`config.mk`:
```
export PLATFORM = sky130hd
export DESIGN_NAME = histogram_cdf_scan
export DESIGN_NICKNAME = d
export VERILOG_FILES = /design/src/rtl/histogram_cdf_scan.sv
export SDC_FILE = /design/constraint.sdc
export NUM_CORES = 1
export LEC_CHECK = 0
export BUFFER_PORTS_ARGS = -buffer_cell sky130_fd_sc_hd__buf_4
export CAP_MARGIN = 10
export CORE_MARGIN = 2
export CORE_UTILIZATION = 58
export CTS_CLUSTER_DIAMETER = 120
export CTS_CLUSTER_SIZE = 30
export DETAILED_ROUTE_END_ITERATION = 10
export HOLD_SLACK_MARGIN = 0.06
export PLACE_DENSITY_LB_ADDON = 0.1
export SLEW_MARGIN = 5
export SYNTH_ARGS = -nofsm -noshare
export SYNTH_HDL_FRONTEND = slang
export SYNTH_SLANG_ARGS = --single-unit
```
`constraint.sdc`:
```
create_clock -name iClk -period 6.57 [get_ports iClk]
set_input_delay 0.9855 -clock iClk [delete_from_list [all_inputs] [get_ports iClk]]
set_output_delay 0.9855 -clock iClk [all_outputs]
set_load 0.02 [all_outputs]
```
`src/rtl/histogram_cdf_scan.sv`:
```
// rtl/histogram_cdf_scan.sv - post-frame histogram sweep streaming bin count and saturating CDF.
// Optional clear-on-read of each consumed bin is enabled by defining HISTO_CLEAR_ON_READ_EN.
module histogram_cdf_scan #(
    parameter int COUNT_W = 20,
    parameter int ADDR_W  = 8
) (
    input  logic               iClk,
    input  logic               iRst_n,
    input  logic               iStart,
    output logic [ADDR_W-1:0]  oReadAddr,
    input  logic [COUNT_W-1:0] iDataIn,
    output logic [ADDR_W-1:0]  oWriteAddr,
    output logic               oWriteEnable,
    output logic [COUNT_W-1:0] oDataOut,
    output logic               oValid,
    input  logic               iReady,
    output logic [ADDR_W-1:0]  oBin,
    output logic [COUNT_W-1:0] oCount,
    output logic [COUNT_W-1:0] oCdf,
    output logic               oLast,
    output logic               oBusy,
    output logic               oDone
);

    localparam logic [ADDR_W-1:0] LAST_BIN = {ADDR_W{1'b1}};

    typedef enum logic [1:0] {IDLE, PRIME, RUN, DONE} state_t;

    state_t             state;
    logic [ADDR_W-1:0]  ptr;
    logic [COUNT_W-1:0] acc;
    logic               fetched_all;
    logic               active;
    logic               load;
    logic               accept;
    logic               last_accept;
    logic [COUNT_W:0]   sum;
    logic [COUNT_W-1:0] cdf_next;

    assign active      = (state == PRIME) || (state == RUN);
    assign load        = active && !fetched_all && (!oValid || iReady);
    assign accept      = oValid && iReady;
    assign last_accept = (state == RUN) && accept && oLast;
    assign sum         = {1'b0, acc} + {1'b0, iDataIn};
    assign cdf_next    = sum[COUNT_W] ? {COUNT_W{1'b1}} : sum[COUNT_W-1:0];
    assign oDataOut    = '0;

    // The RAM has one cycle of read latency, so the address presented now must be
    // the bin the slot will load at the next edge: advance early on a load, hold on a stall.
    always_comb begin
        oReadAddr = ptr;
        if (state == IDLE) begin
            oReadAddr = '0;
        end else if (load && (ptr != LAST_BIN)) begin
            oReadAddr = ptr + 1'b1;
        end
    end

    always_ff @(posedge iClk or negedge iRst_n) begin
        if (!iRst_n) begin
            state       <= IDLE;
            ptr         <= '0;
            acc         <= '0;
            fetched_all <= 1'b0;
            oValid      <= 1'b0;
            oBin        <= '0;
            oCount      <= '0;
            oCdf        <= '0;
            oLast       <= 1'b0;
            oBusy       <= 1'b0;
            oDone       <= 1'b0;
        end else begin
            oDone <= 1'b0;
            case (state)
                IDLE: begin
                    if (iStart) begin
                        state       <= PRIME;
                        ptr         <= '0;
                        acc         <= '0;
                        fetched_all <= 1'b0;
                        oBusy       <= 1'b1;
                    end
                end
                PRIME: state <= RUN;
                RUN: begin
                    if (last_accept) begin
                        state <= DONE;
                        oDone <= 1'b1;
                    end
                end
                DONE: begin
                    state <= IDLE;
                    oBusy <= 1'b0;
                end
                default: state <= IDLE;
            endcase

            if (load) begin
                oValid <= 1'b1;
                oBin   <= ptr;
                oCount <= iDataIn;
                oCdf   <= cdf_next;
                acc    <= cdf_next;
                oLast  <= (ptr == LAST_BIN);
                // The pointer parks on the final bin so nothing past it is ever fetched.
                if (ptr == LAST_BIN) begin
                    fetched_all <= 1'b1;
                end else begin
                    ptr <= ptr + 1'b1;
                end
            end else if (accept) begin
                oValid <= 1'b0;
            end
        end
    end

`ifdef HISTO_CLEAR_ON_READ_EN
    always_ff @(posedge iClk or negedge iRst_n) begin
        if (!iRst_n) begin
            oWriteEnable <= 1'b0;
            oWriteAddr   <= '0;
        end else begin
            oWriteEnable <= accept;
            if (accept) begin
                oWriteAddr <= oBin;
            end
        end
    end
`else
    assign oWriteEnable = 1'b0;
    assign oWriteAddr   = '0;
`endif

endmodule

```
==> summary by stage, run 1 <==
Timing
The final count of hold timing violations is 0. The clock period could shrink to 3.81 ns. Derived from the worst setup path, the maximum achievable clock frequency is 263 MHz. The number of slew-limit violations in the final report came to 0.

The final hold slack is 0.481 ns. For the final database, setup skew stands at 0.0106 ns. The final-layout setup total negative slack is 0 ns. Setup repair after global routing left no endpoint under its margin. Measured against its own limit, the worst slew margin works out to 31.8%. The slew of the pin with the lowest slew margin is 1.02 ns. The worst path uses 58.0% of the clock period. The number of failing setup endpoints in the final timing report is 0. After layout, the worst setup slack is 2.76 ns.

Drt
In this run the remaining antenna-violating nets after routing total 0. After detailed routing, the average wire length per cell comes to 14.8 um. The final wirelength is 10800 um. The first-iteration detailed-routing DRC count is 303. The number of optimization iterations in the first detailed-route pass is 5. Dividing the detail-routed via count by the number of cells gives 5.50.

The count of vias placed by the detailed router is 4014. In the routed design, unresolved DRC markers number 0.

Critical path
Walking the worst path, the cells encountered are inv_1 > ha_1 > nand2b_1 > nand2b_2 > buf_4 > nor3_1 > a211oi_1 > buf_4. The buffering stage count on the worst path with inverters included is 3. The type of element capturing the critical path is a primary output. For the worst setup path, the data arrival time is 2.82 ns. On the critical path, the stage with the largest delay is an instance of sky130_fd_sc_hd__nand2b_2. The critical path required time is 5.58 ns. The critical path is of the flop to primary output type. In this run the worst path has a maximum fanout of 42. The longest individual stage delay on the worst path is 0.52 ns. The critical path launch point type is a flop. The cell repeated most along the worst path is sky130_fd_sc_hd__buf_4.

In this design, the largest share of critical-path delay is due to simple AND/OR/NAND/NOR gates.

GRT
The number of antenna violations at the first check in global routing is 0. The first global-routing pass estimated 17300 um of wire. The remaining global-route overflow is 0. Entering global routing, the biggest net connects 84 pins. The number of global-route vias before repair came to 3561.

Global routing consumed, over all layers together, 24.4% of the routing resources.

Pwr
The switching power share of the total is 48.9%. The highest ir drop seen on vdd is 0.000272 V. Cell internal power was estimated by the tool at 1.61 mW. The part of the total power dissipated in the clock network is 10.9%. The relative contribution of sequential cells to total power is 28.3%. In this run the power density over the cells is 575 nW/um^2.

The leakage power is 2.79 nW. The share of total power dissipated in combinational logic is 60.8%. The switching component of the power is 1.55 mW.

Clocking
The deepest level of the CTS H-tree is 3. Gates resized during post-CTS repair numbered 0. Once the clock tree was built, the setup fixing pass inserted 0 buffers. Buffers inserted to repair hold after CTS numbered 0. In this run, CTS created clock tree buffers numbering 9.

The clock net in this run drives a total of 83 sinks. After clock tree synthesis, the clock-pin slew on the worst setup and hold paths is 0.09 ns. The clock latency at the later pin of the worst-skew pair is 0.37 ns.

The buffer levels on the longest clock path is 2. The CTS tree is done. The cell at the root of the clock tree is sky130_fd_sc_hd__clkbuf_8.

Outcome
The run finished with clean final reports.

Placed design
The count of buffers inserted at the top-level ports is 83. The post-detailed-placement half-perimeter wirelength is 7470 um. The congestion estimate from routability-driven global placement came to 0.870. The placed standard-cell area is 5320 um^2. Before CTS, the worst setup slack after placement is 2.88 ns.

Synth
After synthesis, the netlist uses 58 different library cells. Summing the areas of all and, or, nand and nor instances in the mapped netlist gives 21.9% of the synthesized area. The share of flip-flops with an asynchronous set or reset after synthesis is 100%.

The number of warnings printed during yosys synthesis is 0. In the synthesized netlist the dominant register cell turns out to be sky130_fd_sc_hd__dfrtp_1. The synthesized area per cell is 8.63 um^2.

The fraction of the mapped netlist area in compound gates is 16.2%. The synthesized netlist occupies a cell area of 4760 um^2. The combinational family with the most area after synthesis is simple AND/OR/NAND/NOR gates. The area share of xor/xnor cells in the synthesized design is 2.76%. The gate count of the mapped netlist is 552. Yosys attributes the largest share of cell area to sky130_fd_sc_hd__dfrtp_1 44%, sky130_fd_sc_hd__nand2_1 11%, sky130_fd_sc_hd__ha_1 6.3%. The sequential share of the synthesized area is 43.6%. The largest area contributor in the netlist is sky130_fd_sc_hd__dfrtp_1. Counting flops with a built-in enable in the synthesized netlist gives 0. sky130_fd_sc_hd__nand2_1 is the most common cell in the netlist. After synthesis the netlist holds a flip-flop and latch count of 83. After synthesis, the most frequently instantiated cells are 142 x sky130_fd_sc_hd__nand2_1, 83 x sky130_fd_sc_hd__dfrtp_1, 38 x sky130_fd_sc_hd__a21oi_1. In this run the biggest area consumer among cell types represents 43.6% of the synthesized area. Of the post-synthesis cell area, the part taken by muxes is 1.31%. The synthesized-area fraction occupied by adder cells is 6.73%.

Flow run
Across the run, the number of max-cap violations was 0.

Finish
The post-synthesis to final-layout area growth is 15.4%. After filler insertion, the fill cell instance count of the layout stands at 687. At the end of the flow, the number of nets in the layout was 669. The post-route netlist has 18.4% of its cells at a drive strength greater than 1. The total non-filler cell area in the finished layout is 5500 um^2. The count of antenna diodes in the layout is 0.

Worst hold path
The min-delay analysis places its worst path in the category flop to flop.

Floorplan
The floorplan step defined a die boundary enclosing 8950 um^2. The site row count is 33. The floorplan step set the die width to 94.6 um.

The die is 94.6 um tall. After floorplanning, the core was sized to cover 8090 um^2. The initial utilization of the core area, before any placement, comes to 58.8%. The number of top-level design ports is 113.
-- layout by cell type, fill, tap and decap left out, types with 5 or more instances in the layout --
cell type / count
sky130_fd_sc_hd__a21o_1: 5
sky130_fd_sc_hd__buf_4: 85
sky130_fd_sc_hd__o21ai_1: 11
sky130_fd_sc_hd__and2_1: 7
sky130_fd_sc_hd__clkbuf_8: 10
sky130_fd_sc_hd__conb_1: 29
sky130_fd_sc_hd__o211a_1: 5
sky130_fd_sc_hd__nand2_1: 142
sky130_fd_sc_hd__nor2_1: 36
sky130_fd_sc_hd__nand3_1: 21
sky130_fd_sc_hd__o21ai_0: 24
sky130_fd_sc_hd__inv_1: 6
sky130_fd_sc_hd__ha_1: 24
sky130_fd_sc_hd__xnor2_1: 10
sky130_fd_sc_hd__and3_1: 5
sky130_fd_sc_hd__xor2_1: 5
sky130_fd_sc_hd__nand4_1: 6
sky130_fd_sc_hd__a21oi_1: 38
sky130_fd_sc_hd__dfrtp_1: 83
-- per-stage QoR --
step / power [mW] / util, % / cells
global placement: 2.76 / 65.7 / 714
finish: 3.16 / 67.9 / 730
global route: 3.42 / 67.9 / 730
CTS: 3.16 / 67.9 / 730
floorplan: 2.26 / - / 580
detailed placement: 2.81 / 65.7 / 714
-- power by group through the flow --
stage | logic [mW] | registers, mW | clock network, mW
3_5_place_dp | 1.90 | 0.902 | 0
5_1_grt | 2.13 | 0.920 | 0.371
3_3_place_gp | 1.86 | 0.895 | 0
4_1_cts | 1.92 | 0.893 | 0.348
6_report | 1.92 | 0.894 | 0.345
2_1_floorplan | 1.22 | 1.04 | 0
-- cell type report --
cell class | count | area [um^2] | area share (%)
sequential | 83 | 2080 | 37.8
timing repair buffer | 85 | 638 | 11.6
multi-input combinational | 435 | 2450 | 44.5
inverter | 6 | 22.5 | 0.410
tap | 105 | 131 | 2.39
clock inverter | 5 | 38.8 | 0.706
clock buffer | 11 | 141 | 2.57
-- worst reg2reg max path: cells and delay by family, from the launching register on --
kind	cells	cell delay (ns)
AOI/OAI and AO/OA	5	1.28
DFF	1	0.40
and+or+nand+nor	1	0.49
adders and majority gates	2	0.61
-- sequential cells by signal (all words and copies together) (netlist names), 2 cells and up --
signal / flops
oCdf: 20
oBin: 8
ptr: 8
state: 2
oCount: 20
acc: 20
-- final timing paths --
check | to | cells after the start | slack (ns) | start
worst max-delay path | oReadAddr[6] | 8 | 2.76 | state[0]
worst min-delay path | oBin[1] | 2 | 0.48 | oBin[1]
worst max register to register | acc[16] | 8 | 3.64 | acc[0]
worst min register to register | oBin[1] | 2 | 0.48 | oBin[1]
max in group asynchronous | acc[6] | 1 | 5.13 | iRst_n
min in group asynchronous | oBin[3] | 1 | 0.78 | iRst_n
-- logic make-up after synthesis --
kind of cell | Yosys count
AO/OA/AOI/OAI | 119
other | 1
adder cells (fa/ha/maj) | 25
XOR/XNOR | 15
AND/OR/NAND/NOR | 241
multiplexers | 6
buffers and inverters | 62
flip-flops | 83
-- per-layer routing --
metal	GRT usage (%)	up-vias	wire, um
li1	-	1975	-
met1	36.6	1912	5270
met2	36.8	117	4810
met3	4.23	10	599
met4	6.52	0	107
met5	0	-	0
Note: power is estimated with default switching activity, not from simulation.
==> run 2: changes to the inputs <==
CORE_UTILIZATION = 54   (was 58)
clock period = 3.9 ns   (was 6.57 ns; I/O delays follow)
==> run 2 against run 1 <==
Net effect:
- critical path depth increased by 1
- routed wire length down 0.12%
- register-to-register slack got worse by 2.5 ns
- combinational power grew 68%
- sequential power rose by 69%
==> summary by stage, run 2 (synthesis gave the netlist of run 1 again) <==
Outcome
The flow ran to the end, and the final reports show no timing, DRC or antenna violations.

Critical path
The worst setup path is launched from a flop. The kind of critical path is flop to primary output. For the worst flop-to-flop path, the logic depth is 8. The type of element capturing the critical path is a primary output. The launching instance or port of the critical path is state[0]. In this run the worst path has a maximum fanout of 20. The end of the critical path is oReadAddr[5].

In this run the critical register-to-register path is captured at acc[15]. STA puts the critical path data required time at 3.31 ns. The data arrival time of the critical path is 2.64 ns. The worst register-to-register path begins at acc[0]. The flop-to-flop setup slack is 1.13 ns.

Pwr
The sum of internal, switching and leakage power is 5.35 mW. The analysis attributes to cell leakage a power of 2.80 nW. Power spread over the standard cell area amounts to 970 nW/um^2. VDD sags by at most 0.000523 V.

Timing
After layout, the worst path uses 82.7% of the clock period. Summed over all failing endpoints, the final setup total negative slack is 0 ns. The worst pin sits at a relative slew slack of 30.5%. Setup slack on the critical path of the routed design comes to 0.676 ns.

Setup violations remaining at the end of the flow were counted as 0. The slew of the pin with the lowest slew margin is 1.04 ns. The achievable clock frequency is 310 MHz.

The worst clock skew is 0.0168 ns. Setup repair after global routing left no endpoint under its margin. Across all hold checks on the routed design, the worst slack comes to 0.380 ns. After layout, the minimum clock period comes to 3.22 ns. The final count of hold timing violations was 0. The number of slew-limit violations in the final report came to 0.

Clocking
The clock tree synthesis step divided the H-tree into 3 levels. The CTS clock-pin slew for the worst setup and hold paths is 0.09 ns. The CTS tree is done.

In this run, CTS created clock tree buffers numbering 9. The clock reaches the later pin of the worst-skew pair after 0.36 ns. In this run the clock root is driven by a sky130_fd_sc_hd__clkbuf_8. For this design, the CTS-stage hold fixing added 0 buffers. The sink count of the clock tree is 83.

The total setup buffers inserted after CTS is 0. Once the clock tree was built, the resizer swapped 0 gates to a different size. The buffer levels on the longest clock path is 2.

Floorplan
The die covers 9590 um^2. The initial standard-cell utilization of the core is 55.1%. The floorplan has 34 rows. 113 I/O pins were placed. The horizontal extent of the die is 97.9 um. The vertical die dimension is 97.9 um. The placeable core area is 8640 um^2.

Drt
The first-iteration detailed-routing DRC count is 322. For this run, design rule violations remaining after detail routing come to 0. The remaining number of nets flagged by the antenna check after routing is 0. The via density per instance is 5.52. The number of optimization iterations in the first detailed-route pass is 5. The routed wire length per instance is 14.7 um. The final wirelength is 10800 um. The count of vias placed by the detailed router is 4044.

Placed design
The placed standard-cell area is 5330 um^2. The routability congestion estimate is 0.917. The count of buffers added on input and output ports is 83.

The post-detailed-placement half-perimeter wirelength is 7590 um. The pre-CTS setup slack is 0.791 ns.

GRT
The maximum number of pins on one net before global-route repair is 84. The number of global-route vias before repair came to 3644. Global routing used 22.3% of the available tracks across all layers. The wire length of the first global-routing pass is 17700 um. The number of antenna violations at the first check in global routing came to 0. The remaining global-route overflow is 0.

Finish
The multi-input gate area in the final layout is 2450 um^2. The most common cell after layout, fill and taps aside is sky130_fd_sc_hd__nand2_1. After the last flow step, the layout net total stands at 670. The total non-filler cell area in the finished layout is 5520 um^2. In the layout the commonest cells are 142 x sky130_fd_sc_hd__nand2_1, 86 x sky130_fd_sc_hd__buf_4, 83 x sky130_fd_sc_hd__dfrtp_1.

The count of antenna diodes in the layout is 0. The fraction of final layout cells with drive strength greater than 1 is 18.4%. The largest registers in the layout are acc (20), oCdf (20), oCount (20). Compared with the post-synthesis result, the final layout area differs by 15.9%.

The count of filler cells inserted in the layout is 757. The area taken by flip-flops and latches is 2080 um^2.

Worst hold path
The kind of path behind the tightest hold check is input port to asynchronous set/reset pin.

Flow run
The max-cap check violation count is 0.
-- run 2: cell count changes in the layout (fill, tap and decap cells not counted), sizes merged --
cell	change
buf	+1
bufinv	+1
clkinv	-2
-- run 2: how the worst min path moves through the flow --
stage / endpoint / slack [ns] / depth (start not counted)
after floorplan: acc[0] / 0.29 / 0
after global placement: oBin[4] / 0.46 / 2
after detailed placement: oCount[3] / 0.46 / 2
after CTS: oCount[13] / 0.42 / 3
after global routing: oCount[13] / 0.43 / 3
final: oBin[2] / 0.38 / 1
-- run 2: report_power, final --
| group | switching (mW) | leakage, nW | internal [mW] |
|---|---|---|---|
| clock | 0.310 | 0.0954 | 0.310 |
| combinational | 2.02 | 1.70 | 1.20 |
| sequential | 0.245 | 1.01 | 1.27 |
| total | 2.57 | 2.80 | 2.78 |
-- run 2: through the flow --
step | util (%) | cells
6_report | 63.9 | 733
5_1_grt | 63.9 | 733
3_3_place_gp | 61.7 | 718
2_1_floorplan | - | 580
4_1_cts | 63.9 | 733
3_5_place_dp | 61.7 | 718
-- run 2: final cells by class --
type | instances | share of cell area (%)
Tap cell | 108 | 2.45
Multi-Input combinational cell | 435 | 44.3
Inverter | 6 | 0.408
Sequential cell | 83 | 37.6
Timing Repair Buffer | 86 | 11.7
Clock buffer | 11 | 2.56
Clock inverter | 4 | 0.929
-- run 2: per-layer routing --
| layer | GRT usage, % | vias up | share of wire, % |
|---|---|---|---|
| met5 | 0 | - | 0 |
| met4 | 7.16 | 0 | 1.1 |
| met3 | 3.29 | 16 | 5.7 |
| met2 | 34.7 | 146 | 46 |
| met1 | 32.5 | 1914 | 47 |
| li1 | - | 1968 | - |
-- run 2: critical path, stage by stage (launching register included) --
cell and delay [ns]:
sky130_fd_sc_hd__dfrtp_1 0.38, sky130_fd_sc_hd__inv_1 0.08, sky130_fd_sc_hd__ha_1 0.30, sky130_fd_sc_hd__nand2b_1 0.12
sky130_fd_sc_hd__nor2b_4 0.45, sky130_fd_sc_hd__o21ai_1 0.30, sky130_fd_sc_hd__nor3b_1 0.31, sky130_fd_sc_hd__nor2_1 0.09
sky130_fd_sc_hd__nor2_1 0.10, sky130_fd_sc_hd__buf_4 0.15
